[src/rtl/block_plotter_if.sv]
// Command/pixel bus between the load stage, the block plotter and the VGA adapter write port.
interface block_plotter_if;
  localparam int unsigned XW = 8;
  localparam int unsigned YW = 7;
  localparam int unsigned CW = 3;

  logic          start;
  logic          clear;
  logic [XW-1:0] x_in;
  logic [YW-1:0] y_in;
  logic [CW-1:0] colour_in;
  logic [XW-1:0] vga_x;
  logic [YW-1:0] vga_y;
  logic [CW-1:0] vga_colour;
  logic          plot;
  logic          busy;
  logic          done;

  modport master (
    output start, clear, x_in, y_in, colour_in,
    input  vga_x, vga_y, vga_colour, plot, busy, done
  );

  modport slave (
    input  start, clear, x_in, y_in, colour_in,
    output vga_x, vga_y, vga_colour, plot, busy, done
  );
endinterface

[src/rtl/block_plotter.sv]
// Rasterises a BLOCK_W x BLOCK_H block (or a full-screen clear) onto the VGA
// write port, one candidate pixel per clock, with off-screen pixels clipped.
module block_plotter #(
  parameter int unsigned BLOCK_W  = 4,
  parameter int unsigned BLOCK_H  = 4,
  parameter int unsigned SCREEN_W = 160,
  parameter int unsigned SCREEN_H = 120
) (
  input  logic           clk,
  input  logic           reset,
  block_plotter_if.slave bus
);
  localparam int unsigned XW = 8;
  localparam int unsigned YW = 7;
  localparam int unsigned CW = 3;

  typedef enum logic [1:0] {IDLE, BLK, CLR, FIN} state_t;

  state_t        state;
  logic [XW-1:0] bx, cx, vga_x;
  logic [YW-1:0] by, cy, vga_y;
  logic [CW-1:0] bc, vga_colour;
  logic          plot, busy, done;

  // One bit wider than the operands so off-screen sums never wrap back on screen.
  logic [XW:0] sum_x_c;
  logic [YW:0] sum_y_c;
  assign sum_x_c = {1'b0, bx} + {1'b0, cx};
  assign sum_y_c = {1'b0, by} + {1'b0, cy};

  always_ff @(posedge clk or posedge reset) begin
    if (reset) begin
      state      <= IDLE;
      bx         <= '0;
      by         <= '0;
      bc         <= '0;
      cx         <= '0;
      cy         <= '0;
      vga_x      <= '0;
      vga_y      <= '0;
      vga_colour <= '0;
      plot       <= 1'b0;
      busy       <= 1'b0;
      done       <= 1'b0;
    end else begin
      plot <= 1'b0;
      done <= 1'b0;
      case (state)
        IDLE: begin
          // busy is still high for the cycle right after FIN; commands are refused then too.
          if (busy) begin
            busy <= 1'b0;
          end else if (bus.clear) begin
            cx    <= '0;
            cy    <= '0;
            busy  <= 1'b1;
            state <= CLR;
          end else if (bus.start) begin
            bx    <= bus.x_in;
            by    <= bus.y_in;
            bc    <= bus.colour_in;
            cx    <= '0;
            cy    <= '0;
            busy  <= 1'b1;
            state <= BLK;
          end
        end

        BLK: begin
          if (sum_x_c < (XW+1)'(SCREEN_W) && sum_y_c < (YW+1)'(SCREEN_H)) begin
            plot       <= 1'b1;
            vga_x      <= sum_x_c[XW-1:0];
            vga_y      <= sum_y_c[YW-1:0];
            vga_colour <= bc;
          end
          if (cx == XW'(BLOCK_W - 1)) begin
            cx <= '0;
            if (cy == YW'(BLOCK_H - 1)) begin
              cy    <= '0;
              state <= FIN;
            end else begin
              cy <= cy + YW'(1);
            end
          end else begin
            cx <= cx + XW'(1);
          end
        end

        CLR: begin
          plot       <= 1'b1;
          vga_x      <= cx;
          vga_y      <= cy;
          vga_colour <= '0;
          if (cx == XW'(SCREEN_W - 1)) begin
            cx <= '0;
            if (cy == YW'(SCREEN_H - 1)) begin
              cy    <= '0;
              state <= FIN;
            end else begin
              cy <= cy + YW'(1);
            end
          end else begin
            cx <= cx + XW'(1);
          end
        end

        FIN: begin
          done  <= 1'b1;
          state <= IDLE;
        end

        default: state <= IDLE;
      endcase
    end
  end

  assign bus.vga_x      = vga_x;
  assign bus.vga_y      = vga_y;
  assign bus.vga_colour = vga_colour;
  assign bus.plot       = plot;
  assign bus.busy       = busy;
  assign bus.done       = done;
endmodule

[src/flat_wrapper.sv]
// flat-port wrapper written by rule: the top's interface ports become plain ports
module block_plotter_flat 
#(
  parameter int unsigned BLOCK_W  = 4,
  parameter int unsigned BLOCK_H  = 4,
  parameter int unsigned SCREEN_W = 160,
  parameter int unsigned SCREEN_H = 120
)
  (clk, reset, bus_start, bus_clear, bus_x_in, bus_y_in, bus_colour_in, bus_vga_x, bus_vga_y, bus_vga_colour, bus_plot, bus_busy, bus_done);
  block_plotter_if bus_i ();
  input  logic clk;
  input  logic reset;
  input wire logic [$bits(bus_i.start)-1:0] bus_start;
  input wire logic [$bits(bus_i.clear)-1:0] bus_clear;
  input wire logic [$bits(bus_i.x_in)-1:0] bus_x_in;
  input wire logic [$bits(bus_i.y_in)-1:0] bus_y_in;
  input wire logic [$bits(bus_i.colour_in)-1:0] bus_colour_in;
  output wire logic [$bits(bus_i.vga_x)-1:0] bus_vga_x;
  output wire logic [$bits(bus_i.vga_y)-1:0] bus_vga_y;
  output wire logic [$bits(bus_i.vga_colour)-1:0] bus_vga_colour;
  output wire logic [$bits(bus_i.plot)-1:0] bus_plot;
  output wire logic [$bits(bus_i.busy)-1:0] bus_busy;
  output wire logic [$bits(bus_i.done)-1:0] bus_done;
  assign bus_i.start = bus_start;
  assign bus_i.clear = bus_clear;
  assign bus_i.x_in = bus_x_in;
  assign bus_i.y_in = bus_y_in;
  assign bus_i.colour_in = bus_colour_in;
  assign bus_vga_x = bus_i.vga_x;
  assign bus_vga_y = bus_i.vga_y;
  assign bus_vga_colour = bus_i.vga_colour;
  assign bus_plot = bus_i.plot;
  assign bus_busy = bus_i.busy;
  assign bus_done = bus_i.done;
  block_plotter #(.BLOCK_W(BLOCK_W), .BLOCK_H(BLOCK_H), .SCREEN_W(SCREEN_W), .SCREEN_H(SCREEN_H)) u_core (.clk(clk), .reset(reset), .bus(bus_i));
endmodule
[config.mk]
export PLATFORM = sky130hd
export DESIGN_NAME = block_plotter_flat
export DESIGN_NICKNAME = d
export VERILOG_FILES = /design/src/rtl/block_plotter_if.sv /design/src/rtl/block_plotter.sv /design/src/flat_wrapper.sv
export SDC_FILE = /design/constraint.sdc
export NUM_CORES = 1
export LEC_CHECK = 0
export ABC_AREA = 1
export CAP_MARGIN = 25
export CORE_MARGIN = 3
export CORE_UTILIZATION = 52
export CTS_BUF_LIST = sky130_fd_sc_hd__clkbuf_2
export CTS_CLUSTER_SIZE = 40
export DETAILED_ROUTE_END_ITERATION = 12
export HOLD_SLACK_MARGIN = 0.06
export PLACE_DENSITY = 0.84
export SLEW_MARGIN = 20
export SYNTH_ARGS = -nofsm -noshare
export SYNTH_HDL_FRONTEND = slang
export SYNTH_SLANG_ARGS = --single-unit
[constraint.sdc]
create_clock -name clk -period 2.1 [get_ports clk]
set_input_delay 0.42 -clock clk [delete_from_list [all_inputs] [get_ports clk]]
set_output_delay 0.42 -clock clk [all_outputs]
set_load 0.01 [all_outputs]
# After elaboration in Yosys (flattened, before gate mapping)
# Index checks and enable logic that the tools add are counted.
dict set report word_totals {
  ff_bits 56
  latchBits 0
  ramBits 0
  mem_bits_ro 0
  input_bits 22
  out_inout_bits 21
  elab_cells 77
  memories 0
}
dict set report classes {
  add_sub_neg 4
  n_mul 0
  div 0
  n_lt_le_gt_ge 2
  eq_ne 14
  shifts 0
  mux 34
  bitwise 2
  n_reduce_logical 9
}
# cell n
set ops {}
lappend ops {{$mux 7} 8}
lappend ops {{$mux 8} 6}
lappend ops {{$pmux 8 s3} 1}
lappend ops {{$pmux 7 s3} 1}
lappend ops {{$pmux 8 s2} 1}
lappend ops {{$mux 2} 7}
lappend ops {{$pmux 7 s2} 1}
lappend ops {{$ne 2x1->1 const B} 5}
lappend ops {{$add 8x8->9} 1}
lappend ops {{$lt 9x8->1 const B} 1}
lappend ops {{$add 7x7->8} 1}
lappend ops {{$add 8x1->8 const B} 1}
lappend ops {{$eq 8x2->1 const B} 1}
lappend ops {{$eq 8x8->1 const B} 1}
lappend ops {{$lt 8x7->1 const B} 1}
lappend ops {{$pmux 2 s4} 1}
lappend ops {{$add 7x1->7 const B} 1}
lappend ops {{$eq 7x2->1 const B} 1}
lappend ops {{$eq 7x7->1 const B} 1}
lappend ops {{$pmux 3 s2} 1}
lappend ops {{$reduce_and 6->1} 1}
lappend ops {{$mux 1} 5}
lappend ops {{$reduce_and 5->1} 1}
lappend ops {{$eq 2x2->1 const B} 2}
lappend ops {{other kinds (13)} 14}

# Logic depth before layout (Yosys ltp)
# Gate-level depths: netlist of run 1.
dict set report logic_depth {
  depth_word 5
  mapped_depth 17
  mapped_depth_nobuf 16
}

# Worst setup path after synthesis of run 1
# No wires, ideal clock.
dict set report synth_path {
  path_type {reg2reg}
  from {register u_core.cx[0]}
  to {register u_core.vga_y[0], in the netlist u_core.bus.vga_y[0]}
  setup_time_ns 0.117
  t_arrival_ns 1.995
  required_ns 1.983
  setup_slack_ns -0.012
  stages_incl_launch_ff 16
  n_path_buf 1
  synth_period_minus_slack_ns 2.112
  cell_sequence {dfrtp_1 ha_1 fa_1 nand2_1 nand2_2 nand3_2 nand2_1 nand2_1 nand2_1 nand2_1 nand3_2 inv_1 nand2_4 buf_12 nand3_1 nand2_1}
}
dict set report synth_via {
  elab_chain_cells 5
}
# element line
set synth_lines {}
lappend synth_lines {{start, declared} block_plotter.sv:20} ;# logic [XW-1:0] bx, cx, vga_x;
lappend synth_lines {{start signal, assigned} block_plotter.sv:85} ;# cx <= cx + XW'(1);
lappend synth_lines {{start signal, assigned} block_plotter.sv:103} ;# cx <= cx + XW'(1);
lappend synth_lines {{$add 8x8->9} block_plotter.sv:28} ;# assign sum_x_c = {1'b0, bx} + {1'b0, cx};
lappend synth_lines {{$lt 9x8->1} block_plotter.sv:70} ;# if (sum_x_c < (XW+1)'(SCREEN_W) && sum_y_c < (YW+1)'(SCREEN_H)) begin
lappend synth_lines {{$logic_and 1x1->1} block_plotter.sv:70}
lappend synth_lines {{$ne 2x1->1 (no line)} --}
lappend synth_lines {{$reduce_and 2->1 (no line)} --}
lappend synth_lines {{end signal, assigned} block_plotter.sv:73} ;# vga_y <= sum_y_c[YW-1:0];
lappend synth_lines {{end signal, assigned} block_plotter.sv:92} ;# vga_y <= cy;
lappend synth_lines {{end, declared} block_plotter.sv:21} ;# logic [YW-1:0] by, cy, vga_y;
# No other way between the ends.
# A chain may end at the register's enable or synchronous reset.

# Worst setup path in the final report of run 1
dict set report layout_path {
  from {register u_core.cx[0]}
  to {register u_core.vga_x[6], in the netlist u_core.bus.vga_x[6]}
}
dict set report layout_via {
  elab_chain_cells 5
  word_cells_on_any_way 7
  cone_classes {add/sub (1); order compare (1); eq/ne (1); mux (2); reduce/logical (2)}
}
# element line
set layout_lines {}
lappend layout_lines {{$add 8x8->9 (*)} block_plotter.sv:28}
lappend layout_lines {{$lt 9x8->1} block_plotter.sv:70}
lappend layout_lines {{$logic_and 1x1->1} block_plotter.sv:70}
lappend layout_lines {{$ne 2x1->1 (no line)} --}
lappend layout_lines {{$reduce_and 2->1 (no line)} --}
lappend layout_lines {{end signal, assigned} block_plotter.sv:72} ;# vga_x <= sum_x_c[XW-1:0];
lappend layout_lines {{end, declared} block_plotter.sv:20}
# Mark *: on every way between the ends. The rest lies on a longest branch, timed or not. The select of a mux whose other input is x is not followed.

==> results.py, run 1 <==
metrics = {
    "floorplan": {
        "start_util_pct": 54.4,
        "die_y_um": 88.2,
        "rows": 29,
        "ios": 43,
        "coreArea_um2": 6460,
        "die_w_um": 88.2,
        "dieArea_um2": 7780,
    },
    "sta": {
        "rsz0062_at_grt": "true",
        "finalWorstSetupSlack_ps": -59.5,
        "fmax_mhz": 463,
        "setup_violations": 18,
        "hold_viol_final": 0,
        "worst_slew_pin_slew_ps": 365,
        "fin_crit_ps": 2160,
        "slew_viol_final": 0,
        "slew_headroom_pct": 75.5,
        "fin_crit_sh_pct": 103,
        "finalClockSkew_ps": 14.5,
    },
    "synth": {
        "synthTopCellsByCount": "nand2_1, dfrtp_1, inv_1",
        "synth_edf_count": 0,
        "syn_area_um2": 3510,
        "postSynthCellCount": 431,
        "seq_area_frac_synth_pct": 39.9,
        "synth-seq-cells": 56,
        "avgSynthCellArea_um2": 8.15,
        "synth_top_area_share_pct": 39.9,
        "yosysMostFrequentCell": "nand2_1",
        "synth_nets": 477,
        "synth_ff_type": "dfrtp_1",
        "synth_area_leaders": "dfrtp_1, nand2_1, ha_1",
        "synth_warnings": 0,
        "synthArstFlopShare_pct": 100,
        "synth_top_cell_by_area": "dfrtp_1",
        "synth.distinct_cells": 38,
    },
    "global_routing": {
        "grt_max_degree": 57,
        "grt_usage_pct": 22.5,
        "antenna_found_initial": 0,
        "overflow": 0,
        "grt_pass1_vias": 3059,
        "grt_pass1_wl_mm": 13.9,
    },
    "setup_path": {
        "required_ps": 2540,
        "path_class": "register to register",
        "path_max_fanout": 7,
        "worstSetupStartpointType": "register",
        "crit_path_end_kind": "register",
        "arrival_ps": 2600,
    },
    "layout": {
        "drive_gt1_share_pct": 23.8,
        "fin_nets": 554,
        "multi_input_area_um2": 2000,
        "insertedDiodeCount": 0,
        "fillers": 494,
        "finish.utilization_pct": 69.4,
        "register_area_um2": 1400,
        "areaGrowthSynthToFinish_pct": 27.6,
        "fin_cells": 586,
    },
    "cts": {
        "cts-root-buf": "clkbuf_2",
        "htreeDepth": 2,
        "clk_pin_slew_worst_paths_ps": 300,
        "cts_tree": "built",
        "cts_hold_buf": 0,
        "cts_buffer_depth": 2,
        "clkSinkCount": 56,
        "clk_latency_ps": 470,
        "cts_buffers": 5,
    },
    "place": {
        "post-place-ws_ps": -74.4,
        "dp_hpwl_mm": 6.18,
        "io_buffer_count": 42,
        "place.gp.congestion": 0.951,
        "place_inst": 565,
    },
    "pwr": {
        "ir_drop_uv": 254,
        "p_per_area_nw_per_um2": 358,
        "leakagePower_nw": 2.26,
        "power_mw": 1.61,
    },
    "min_path": {
        "hp-class": "input pin to async pin",
    },
    "route": {
        "avgRoutedWirePerCell_um": 14.8,
        "drt_iter0_drc": 218,
        "post-route-drc-count": 0,
        "drt-vias-per-instance": 5.47,
        "vias": 3206,
        "ant_nets": 0,
        "wl_mm": 8.67,
        "first_pass_iters": 5,
    },
    "run": {
        "cap_violations": 0,
    },
    "outcome": {
        "violations": "negative setup slack",
        "run_status": "finished, violations left",
    },
}
logic make-up (layout without fill, tap and decap cells):
logic type / count (synthesis) / after routing / synth area share [%]
buf+inv: 59 / 136 / 7.62
compound gates: 46 / 46 / 7.65
mux: 18 / 18 / 5.73
flops: 56 / 56 / 39.9
fa+ha+maj: 24 / 24 / 8.97
simple gates: 223 / 224 / 28.9
xor+xnor: 5 / 5 / 1.25
worst paths after layout:
| check | start | endpoint | slack, ps | cells after the start |
|---|---|---|---|---|
| max in group asynchronous | reset | u_core.cx[1] | 1590 | 3 |
| worst min-delay path | reset | u_core.bx[1] | 270 | 3 |
| min in group clk | bus_y_in[1] | u_core.by[1] | 490 | 3 |
| worst max-delay path | u_core.cx[0] | u_core.bus.vga_x[6] | -60 | 14 |
| worst max register to register | u_core.cx[0] | u_core.bus.vga_x[6] | -60 | 14 |
| worst min register to register | u_core.bus.vga_y[0] | u_core.bus.vga_y[0] | 550 | 2 |
stage by stage:
| stage | area [µm²] | setup TNS, ps | hold WS, ps |
|---|---|---|---|
| after floorplan | 3510 | 0 | 470 |
| after global placement | 4160 | -13.1 | 494 |
| after detailed placement | 4160 | -1450 | 499 |
| after CTS | 4290 | -104 | 257 |
| after global routing | 4490 | -3550 | 237 |
| final | 4490 | -728 | 265 |
metal layers:
layer  global-route usage (%)  part of all wire (%)
met1                     30.7                    43
met2                     37.2                    49
met3                     3.72                   6.2
met4                     6.04                   1.5
met5                        0                     0
worst max-delay path, cell delays in order (launching register included):
cell	delay, ps
dfrtp_1	470
ha_2	200
fa_2	360
nand2_2	100
nand2_2	80
nand3_2	90
nand2_2	60
nand2_2	70
nand2_1	60
nand2_2	80
nand3_4	100
o21ai_4	200
buf_6	170
nand2_2	50
nand2_1	60
cell usage in the layout, fill, tap and decap left out, types with 3 or more instances in the layout:
cell type        instances
clkinv_1                 3
xor2_1                   4
inv_4                    3
nand2_4                  3
nand3_2                  7
nor2_2                   3
nand4_1                  7
clkdlybuf4s50_1         42
buf_6                    3
a21oi_1                 13
nand2_1                104
nor2_1                  27
nand3_1                 33
nor3_1                  10
inv_2                    4
ha_1                    19
mux2_2                  17
inv_1                   40
buf_12                   3
clkbuf_2                 5
buf_4                   30
o21ai_0                 19
dfrtp_1                 55
nand2_2                 20
o21ai_1                  3
what timing repair did:
item,CTS,global route
setup endpoints to repair,29,32
pin swaps,5,11
cloned,0,1
gates resized for setup,13,32
setup buffers,4,8
state kept, by name, summed over array words and instances (netlist names):
signal / flops
u_core.bc: 3
u_core.bus.vga_colour: 3
u_core.cx: 8
u_core.bx: 8
u_core.state: 2
u_core.bus.busy: 1
u_core.bus.done: 1
u_core.by: 7
u_core.cy: 7
u_core.bus.vga_y: 7
u_core.bus.plot: 1
u_core.bus.vga_x: 8
layout make-up:
class                      count  share of cell area (%)
multi-input combinational    317                    44.7
timing repair buffer          78                    16.5
clock inverter                 3                   0.502
inverter                      50                    4.35
tap                           77                    2.15
clock buffer                   5                   0.558
sequential                    56                    31.3
report_power, final:
part / internal [mW] / leakage [nW] / switching, mW / total [mW]
registers: 1.08 / 0.716 / 0 / 1.08
clock network: 0.0884 / 0.0333 / 0.370 / 0.458
logic: 0.0395 / 1.51 / 0.0275 / 0.0670
total: 1.21 / 2.26 / 0.397 / 1.61
Power figures use the tool's default switching activity.
==> run 2, diff against run 1 <==
--- a/config.mk
+++ b/config.mk
@@ -7,13 +7,13 @@
 export LEC_CHECK = 0
 export ABC_AREA = 1
 export CAP_MARGIN = 25
+export CORE_ASPECT_RATIO = 0.6
 export CORE_MARGIN = 3
-export CORE_UTILIZATION = 52
+export CORE_UTILIZATION = 58
 export CTS_BUF_LIST = sky130_fd_sc_hd__clkbuf_2
-export CTS_CLUSTER_SIZE = 40
 export DETAILED_ROUTE_END_ITERATION = 12
 export HOLD_SLACK_MARGIN = 0.06
-export PLACE_DENSITY = 0.84
+export PLACE_DENSITY = 0.89
 export SLEW_MARGIN = 20
 export SYNTH_ARGS = -nofsm -noshare
 export SYNTH_HDL_FRONTEND = slang
==> constraint.sdc (replaced) <==
create_clock -name clk -period 2.3 [get_ports clk]
set_input_delay 0.46 -clock clk [delete_from_list [all_inputs] [get_ports clk]]
set_output_delay 0.46 -clock clk [all_outputs]
set_load 0.01 [all_outputs]
==> results.py, run 2 (same netlist as run 1, synthesis figures left out) <==
metrics = {
    "outcome": {
        "run_status": "finished clean",
    },
    "setup_path": {
        "r2r-start": "u_core.cx[0]",
        "path_class": "register to register",
        "required_ps": 2720,
        "startpoint": "u_core.cx[0]",
        "ff2ff_setup_slack_ps": 100,
        "path_max_fanout": 7,
        "cp_cell_sequence": "ha_2, fa_2, nand2_1, nand2_2, nand3_2, nand3b_1, nand2_1, nand2_1, nand2_1, nand2_2, o21ai_4, buf_6, nand2_1, nand2_1",
        "cpLargestDelayFamily": "simple AND/OR/NAND/NOR gates",
        "arrival_ps": 2620,
        "max_stage_delay_ps": 470,
        "crit_top_cell": "nand2_1",
        "crit_buf_inv": 1,
        "crit_path_top_delay_cell": "dfrtp_1",
        "worstSetupStartpointType": "register",
        "crit_path_end_kind": "register",
    },
    "place": {
        "dp_hpwl_mm": 6.42,
        "place.gp.congestion": 0.924,
        "placed_area_um2": 4110,
        "io_buffer_count": 42,
        "place_inst": 561,
    },
    "floorplan": {
        "coreArea_um2": 5700,
        "ios": 43,
        "dieArea_um2": 7060,
        "start_util_pct": 61.6,
        "die_w_um": 106,
        "die_y_um": 66.3,
        "rows": 21,
    },
    "pwr": {
        "p_per_area_nw_per_um2": 367,
        "leakagePower_nw": 2.15,
        "power_mw": 1.57,
        "ir_drop_uv": 328,
    },
    "sta": {
        "finalSetupTns_ps": 0,
        "slew_headroom_pct": 69.4,
        "hold_viol_final": 0,
        "rsz0062_at_grt": "true",
        "worst_slew_pin_slew_ps": 456,
        "fin_crit_sh_pct": 95.9,
        "fmax_mhz": 454,
        "finalClockSkew_ps": 13.1,
        "slew_viol_final": 0,
        "setup_violations": 0,
        "fin_crit_ps": 2200,
    },
    "layout": {
        "areaGrowthSynthToFinish_pct": 21.4,
        "drive_gt1_share_pct": 17.2,
        "stdcell_area_um2": 4270,
        "insertedDiodeCount": 0,
        "layout_commonest_cell": "nand2_1",
        "largestRegisters": "u_core.bus.vga_x x8, u_core.bx x8, u_core.cx x8",
        "fin_nets": 538,
        "fin_cells": 573,
        "fillers": 429,
        "finish.utilization_pct": 74.8,
        "final_cell_mix": "nand2_1, dfrtp_1, clkdlybuf4s50_1",
    },
    "route": {
        "first_pass_iters": 9,
        "ant_nets": 0,
        "drt-vias-per-instance": 5.64,
        "avgRoutedWirePerCell_um": 15.4,
        "post-route-drc-count": 0,
        "vias": 3234,
        "drt_iter0_drc": 256,
        "wl_mm": 8.81,
    },
    "cts": {
        "cts-root-buf": "clkbuf_2",
        "clk_pin_slew_worst_paths_ps": 290,
        "clk_latency_ps": 460,
        "cts_buffer_depth": 2,
        "cts_tree": "built",
        "htreeDepth": 2,
        "clkSinkCount": 56,
        "cts_buffers": 5,
    },
    "global_routing": {
        "overflow": 0,
        "grt_pass1_vias": 3068,
        "antenna_found_initial": 0,
        "grt_pass1_wl_mm": 14.2,
        "grt_usage_pct": 25.5,
        "grt_max_degree": 57,
    },
    "min_path": {
        "hp-class": "input pin to async pin",
    },
    "run": {
        "cap_violations": 0,
    },
}
run 2: cell type report:
type                    count  area, µm²  share of cell area [%]
repair inverters            1       5.00                   0.117
flip-flops and latches     56       1400                    32.9
multi-input cells         318       1900                    44.6
clock buffers               5       25.0                   0.587
inverters                  50        196                    4.61
repair buffers             60        588                    13.8
well taps                  80        100                    2.35
clock inverters             3       46.3                    1.09
run 2: worst paths after layout:
kind / cells after the start / to
setup / recovery: 14 / u_core.bus.vga_y[5]
hold / removal: 3 / u_core.bus.vga_x[3]
setup reg to reg: 14 / u_core.bus.vga_y[5]
hold reg to reg: 1 / u_core.bx[2]
max in group asynchronous: 3 / u_core.cx[1]
min in group clk: 1 / u_core.bx[2]
run 2: metal layers:
| layer | vias up | global-route usage (%) | wire (µm) |
|---|---|---|---|
| met3 | 22 | 5.07 | 668 |
| met1 | 1524 | 34.1 | 3850 |
| met4 | 0 | 9.73 | 179 |
| met2 | 159 | 41.6 | 4100 |
| met5 | - | 0 | 0 |
| li1 | 1529 | - | - |
run 2: repair_timing:
item	4_1_cts	5_1_grt
resized for setup	1	15
endpoints found under the setup margin	2	21
buffers inserted	0	1
pin swaps	0	6
cloned	0	3
hold buffers	0	0
hold endpoints to repair	0	0
run 2: metrics by stage:
stage / setup slack [ps] / hold slack [ps]
6_report: 95.4 / 301
5_1_grt: -17.3 / 293
4_1_cts: 57.2 / 319
3_5_place_dp: 14.8 / 497
3_3_place_gp: 151 / 481
2_1_floorplan: 188 / 470
run 2: power breakdown:
group	internal (mW)	switching, mW	leakage [nW]	total (mW)
Sequential	0.988	0	0.716	0.988
Clock	0.187	0.330	0.0396	0.517
Combinational	0.0361	0.0251	1.40	0.0612
run 2: worst reg2reg max path, stage by stage (launching register included):
cell and delay [ps]:
dfrtp_1 470, ha_2 200, fa_2 370, nand2_1 90, nand2_2 70, nand3_2 80
nand3b_1 80, nand2_1 90, nand2_1 60, nand2_1 90, nand2_2 110, o21ai_4 190
buf_6 140, nand2_1 50, nand2_1 80
